### config.mk
export PLATFORM = sky130hd
export DESIGN_NAME = hazard_ctrl
export DESIGN_NICKNAME = d
export VERILOG_FILES = /design/src/rtl/hazard_ctrl.sv
export SDC_FILE = /design/constraint.sdc
export NUM_CORES = 1
export LEC_CHECK = 0
export CAP_MARGIN = 20
export CORE_MARGIN = 4
export CORE_UTILIZATION = 47
export CTS_BUF_LIST = sky130_fd_sc_hd__clkbuf_8 sky130_fd_sc_hd__clkbuf_16
export DETAILED_ROUTE_END_ITERATION = 7
export PLACE_DENSITY = 0.8
export SLEW_MARGIN = 10
export SYNTH_ARGS = -nofsm -noshare
export SYNTH_HDL_FRONTEND = slang
export SYNTH_SLANG_ARGS = --single-unit
### constraint.sdc
create_clock -name clk -period 2.7 [get_ports clk]
set_input_delay 0.27 -clock clk [delete_from_list [all_inputs] [get_ports clk]]
set_output_delay 0.27 -clock clk [all_outputs]
set_load 0.05 [all_outputs]
### src/rtl/hazard_ctrl.sv
// Pipeline sequencer for the 5-stage MIPS32 core: PC/IF/ID/ID-EX enables,
// mult/div busy tracking, and a saturating stall-cycle counter.
//
// state   | meaning
// MD_IDLE | mult/div unit free; an unstalled id_md_start issues this cycle
// MD_RUN  | mult/div in flight; md_cnt counts down to the final busy cycle
module hazard_ctrl #(
  parameter int MD_CYCLES = 8,
  parameter int CNT_W     = 16
) (
  input  logic             clk,
  input  logic             reset,
  input  logic [4:0]       id_rs,
  input  logic [4:0]       id_rt,
  input  logic             id_uses_rt,
  input  logic             id_md_start,
  input  logic             id_md_use,
  input  logic             ex_MemRead,
  input  logic [4:0]       ex_rt,
  input  logic             ex_branch_taken,
  input  logic             ex_jump,
  output logic             pc_write,
  output logic             ifid_write,
  output logic             ifid_flush,
  output logic             idex_bubble,
  output logic             md_issue,
  output logic             md_busy,
  output logic             md_done,
  output logic [CNT_W-1:0] stall_cycles
);

  localparam logic [0:0] MD_IDLE = 1'b0;
  localparam logic [0:0] MD_RUN  = 1'b1;

  localparam logic [7:0]       MD_LOAD = 8'(MD_CYCLES - 1);
  localparam logic [CNT_W-1:0] CNT_MAX = {CNT_W{1'b1}};

  logic [0:0]       state;
  logic [7:0]       md_cnt;
  logic [CNT_W-1:0] stall_q;

  logic running;
  logic flush;
  logic lu;
  logic mdh;

  assign running = (state == MD_RUN);
  assign flush   = ex_branch_taken | ex_jump;
  assign lu      = ex_MemRead & (ex_rt != 5'd0) &
                   ((ex_rt == id_rs) | (id_uses_rt & (ex_rt == id_rt)));
  assign mdh     = id_md_use & running;

  always_comb begin
    pc_write    = 1'b1;
    ifid_write  = 1'b1;
    ifid_flush  = 1'b0;
    idex_bubble = 1'b0;
    md_issue    = 1'b0;
    md_busy     = 1'b0;
    md_done     = 1'b0;
    if (reset) begin
      pc_write    = 1'b0;
      ifid_write  = 1'b0;
      ifid_flush  = 1'b1;
      idex_bubble = 1'b1;
    end else begin
      md_busy  = running;
      md_done  = running & (md_cnt == 8'd0);
      md_issue = id_md_start & ~flush & ~lu & ~mdh;
      if (flush) begin
        ifid_flush  = 1'b1;
        idex_bubble = 1'b1;
      end else if (lu | mdh) begin
        pc_write    = 1'b0;
        ifid_write  = 1'b0;
        idex_bubble = 1'b1;
      end
    end
  end

  // A branch flush never cancels an in-flight op: it issued before the branch.
  always_ff @(posedge clk) begin
    if (reset) begin
      state  <= MD_IDLE;
      md_cnt <= 8'd0;
    end else begin
      case (state)
        MD_IDLE: begin
          if (md_issue) begin
            state  <= MD_RUN;
            md_cnt <= MD_LOAD;
          end
        end
        MD_RUN: begin
          if (md_cnt == 8'd0) state <= MD_IDLE;
          else                md_cnt <= md_cnt - 8'd1;
        end
        default: state <= MD_IDLE;
      endcase
    end
  end

  always_ff @(posedge clk) begin
    if (reset) begin
      stall_q <= '0;
    end else if (!pc_write && (stall_q != CNT_MAX)) begin
      stall_q <= stall_q + 1'b1;
    end
  end

  assign stall_cycles = stall_q;

endmodule

==> results.yml <==
drt:
  ant_nets: 0
  first_pass_iters: 4
  via_count: 1481
  viasPerCell: 5.59
  wl_per_cell_um: 14.2
  drcViolationCount: 0
  dr.first_iter.drc_count: 39
  wl_mm: 3.76
synth:
  ys_seq_elements: 25
  synth_compound_area_share_pct: 23.8
  synth_top_flop_cell: "dfxtp_1"
  synth.top_cell.area_share_pct: 32.1
  syn_area_um2: 1560
  yosys.area_share.simple_pct: 28.0
  synthMuxAreaShare_pct: 0.642
  async_reset_ff_share_pct: 0
  synth_area_leaders: "dfxtp_1 32%, a21oi_2 5.1%, xor2_1 5.1%"
  ys_warn_count: 0
  seq_area_frac_synth_pct: 32.1
  synth_edf_count: 0
  synth-xor-area-share_pct: 6.66
  synth-adder-area-share_pct: 1.61
  synth_top_area_cell: "dfxtp_1"
  synthDistinctLibCells: 48
  syn-num-nets: 202
  synthCells: 177
  synth_top_family_by_area: "simple AND/OR/NAND/NOR gates"
  synth.avg_cell_area_um2: 8.81
global_routing:
  grt_pass1_wl_mm: 6.29
  grt_pass1_vias: 1453
  grt_max_degree: 29
  antenna_found_initial: 0
  grtUsageTotal_pct: 18.4
  grt_overflow: 0
pwr:
  power_per_cell_area_nw_per_um2: 356
  total_power_uw: 761
  vdd_drop_max_mv: 0.252
  p_leak_uw: 0.000710
status:
  status: "complete, no violations"
critical_path:
  critPathSlowestCell: "clkdlybuf4s50_1"
  slowest_delay_ps: 470
  crit_type: "primary input to output pin"
  cp.required_ps: 2430
  arrival_ps: 2270
  cp-end-kind: "output pin"
  crit_top_cell: "buf_4"
  critical_path_peak_fanout: 7
  cp_cell_sequence: "clkdlybuf4s50_1 > xor2_1 > nor4_2 > a32oi_1 > a2bb2oi_4 > buf_4 > nor3_1 > nor2_1 > buf_4 > buf_12"
  start_kind: "primary input"
clock_network:
  cts_max_level: 1
  cts.sinks: 25
  path_clk_slew_ps: 90
  cts_tree: "built"
  cts_setup_buffers: 0
  numCtsBuffers: 3
  cts-root-buf: "clkbuf_8"
  cts_hold_buf: 0
  clock_latency_ps: 270
  ctsResizeCount: 0
  cts_buffer_depth: 2
die:
  rows: 20
  start_util_pct: 50.2
  die_w_um: 65.6
  dieArea_um2: 4300
  ios: 46
  fp.coreArea_um2: 3100
  die-height_um: 65.6
sta:
  relSlewSlack_pct: 66.0
  rsz0062_at_grt: "false"
  worst_pin_slew_ps: 508
  final-setup-viol-count: 0
  slew_violations: 0
  fin_skew_ps: 3.13
  tns_ps: 0
  max_freq_ghz: 0.394
  min_period_ps: 2540
  finalCritPeriodShare_pct: 94.1
  hold_violations: 0
place:
  hpwl_mm: 2.87
  io_buffers: 45
  place_congestion: 0.738
hold_path:
  holdCritPathClass: "register to register"
flow_run:
  cap_violations: 0
cells_and_area:
  drive_above_1_share_pct: 19.5
  final_common_cell: "clkdlybuf4s50_1"
  diodes: 0
  nNetsFinal: 247
  final_cell_mix: "38 x clkdlybuf4s50_1, 25 x dfxtp_1, 14 x nor2_1"
  synthToLayoutAreaGrowth_pct: 37.2
-- cell usage after synthesis, types with 5 or more instances --
master and count:
or3_2 5, nor3_1 6, nor2_1 14, xor2_1 9, nand2_1 11, a21oi_2 9
nand3_1 9, or3_1 6, a21oi_1 9, dfxtp_1 25, o21ai_1 7
-- stage by stage --
| stage | hold slack [ps] | setup WS (ps) | instances | utilization [%] | area [µm²] |
|---|---|---|---|---|---|
| after global placement | 472 | 136 | 261 | 67.4 | 2090 |
| after CTS | 507 | 147 | 265 | 68.9 | 2140 |
| after detailed placement | 493 | 24.2 | 261 | 67.4 | 2090 |
| final | 501 | 160 | 265 | 68.9 | 2140 |
| after floorplan | 465 | 158 | 177 | - | 1560 |
| after global routing | 535 | 34.7 | 265 | 68.9 | 2140 |
-- path summary, 6_finish.rpt --
kind	to	slack (ps)	cells past startpoint	start
setup / recovery	ifid_write	160	10	ex_rt[3]
hold / removal	stall_cycles[8]	500	2	stall_cycles[8]
setup reg to reg	stall_cycles[15]	440	8	stall_cycles[0]
hold reg to reg	stall_cycles[8]	500	2	stall_cycles[8]
-- sequential cells by signal, summed over array words and instances, names as in the netlist --
name,flops
md_cnt,8
running,1
stall_cycles,16
-- cell families after synthesis --
family                   after synthesis
AO/OA/AOI/OAI                         47
XOR/XNOR                              11
multiplexers                           1
buffers and inverters                 14
flip-flops                            25
adder cells (fa/ha/maj)                2
AND/OR/NAND/NOR                       77
-- area by class of cell --
class / count / area [µm²]
well taps: 44 / 55.1
fillers: 260 / 965
flip-flops and latches: 25 / 500
clock buffers: 3 / 41.3
clock inverters: 1 / 5.00
repair buffers: 50 / 571
inverters: 4 / 15.0
multi-input cells: 138 / 951
-- power by group --
part / total [µW] / leakage (µW) / switching (µW) / internal [µW]
Clock: 224 / 0.0000255 / 121 / 103
Combinational: 157 / 0.000483 / 78.0 / 79.1
Sequential: 380 / 0.000202 / 6.50 / 373
-- worst max-delay path, delay by kind of cell --
kind	cells	cell delay, ps
and+or+nand+nor	3	470
AOI/OAI and AO/OA	2	390
xor gates and xnor gates	1	200
buffers and inverters	4	940
-- layer usage --
layer | global-route usage, % | routed length [µm]
met1 | 21.0 | 1730
met2 | 33.1 | 1730
met3 | 5.13 | 267
met4 | 5.18 | 31
met5 | 0 | 0
(Power assumes the default switching activity.)
==> RTL edit (same flow settings) <==
`CNT_W`: 16 -> 18.
--- a/src/rtl/hazard_ctrl.sv
+++ b/src/rtl/hazard_ctrl.sv
@@ -6,7 +6,7 @@
 // MD_RUN  | mult/div in flight; md_cnt counts down to the final busy cycle
 module hazard_ctrl #(
   parameter int MD_CYCLES = 8,
-  parameter int CNT_W     = 16
+  parameter int CNT_W     = 18
 ) (
   input  logic             clk,
   input  logic             reset,
Ports: changed (resized stall_cycles); port bits go from 46 to 48. No check against the original RTL was run, so the function may have changed too.
==> RTL edit against the unedited design <==
  * Synthesized cell count is 9.6% higher
  * Area after synthesis is 1.1% higher
  * Count of clock-buffer cells in the layout is the same
  * Power rose by 3.4%
  * Maximum frequency up 2.5%
  * First-iteration DRC count grew to 4.2 times the old value
  * Routed wire length is 11% higher
  * Core utilization up 1.6 points
  * Worst setup slack gained 0.063 ns
  * Sequential share of layout area increased by 1.1 points
  * Register-to-register slack gained 0.32 ns
  * Sequential cell count grew 2
  * Design area is 3.1% higher
  * Largest power group unchanged
  * Highest routed layer unchanged
==> RTL edit: results (changes against the unedited design) <==
[placement]
placedInstanceArea_sq_mm = 0.00216  ; was 0.00209 sq mm
hpwl_mm = 3.19  ; was 2.87 mm
dp_slack_ns = 0.00753  ; was 0.0242 ns

[worst_hold_path]
hp-start = md_cnt[5]  ; was stall_cycles[8]
min_path_cells = 1  ; was 2

[route]
vias = 1713  ; was 1481
wire_per_inst_um = 14.7  ; was 14.2 um
first_iter_violations = 163  ; was 39

[logic_synthesis]
synth_nets = 219  ; was 202
ys_seq_area_share_pct = 34.3  ; was 32.1%
synthTopCellsByArea = dfxtp_1 (34%), or4_1 (8.1%), o31ai_1 (7.6%)  ; was dfxtp_1 (32%), a21oi_2 (5.1%), xor2_1 (5.1%)
syn_inst = 194  ; was 177

[sta]
clock_skew_ns = 0.00335  ; was 0.00313 ns
fmax_mhz = 404  ; was 394 MHz
tightestPinTransition_ns = 0.573  ; was 0.508 ns

[setup_path]
arrival_ns = 2.21  ; was 2.27 ns
startpoint = ex_rt[1]  ; was ex_rt[3]
r2r_cells = 5  ; was 8
regToRegStartpoint = md_cnt[3]  ; was stall_cycles[0]
r2r_setup_slack_ns = 0.76  ; was 0.44 ns
path_max_fanout = 32  ; was 7

[grt]
grt_pass1_wl_mm = 7.29  ; was 6.29 mm
grt_pass1_vias = 1755  ; was 1453
grt.met2_usage_pct = 38.8  ; was 33.1%
use_met3_pct = 3.40  ; was 5.13%

[pwr]
vdd_drop_max_v = 0.000210  ; was 0.000252 V
p_leak_nw = 0.721  ; was 0.710 nW

[final_layout]
nNetsFinal = 265  ; was 247
largest_reg_flops = 18  ; was 16

[status]
outcome = complete, no violations  ; unchanged

## RTL edit: power by group
part,switching (mW),internal [mW]
Clock,0.134,0.104
Sequential,0.00536,0.402
Combinational,0.0705,0.0709
## RTL edit: final cells by class
type / instances / share of cell area (%)
clock buffers: 3 / 1.87
clock inverters: 1 / 0.227
inverters: 5 / 0.851
multi-input cells: 150 / 44.0
flip-flops and latches: 27 / 24.5
well taps: 44 / 2.50
repair buffers: 53 / 26.0
## RTL edit: layer usage
metal / vias to the layer above / wire (um)
met5: - / 0
met4: 0 / 95
met3: 7 / 242
met2: 61 / 2080
met1: 809 / 1750
li1: 836 / -
## RTL edit: logic make-up (layout without fill, tap and decap cells)
logic type / count (synthesis) / count (layout) / synth area share, %
flip-flops: 27 / 27 / 34.3
buffers and inverters: 17 / 62 / 4.52
AND/OR/NAND/NOR: 80 / 80 / 30.2
AO/OA/AOI/OAI: 56 / 56 / 22.8
adder cells (fa/ha/maj): 2 / 2 / 1.59
XOR/XNOR: 12 / 12 / 6.67
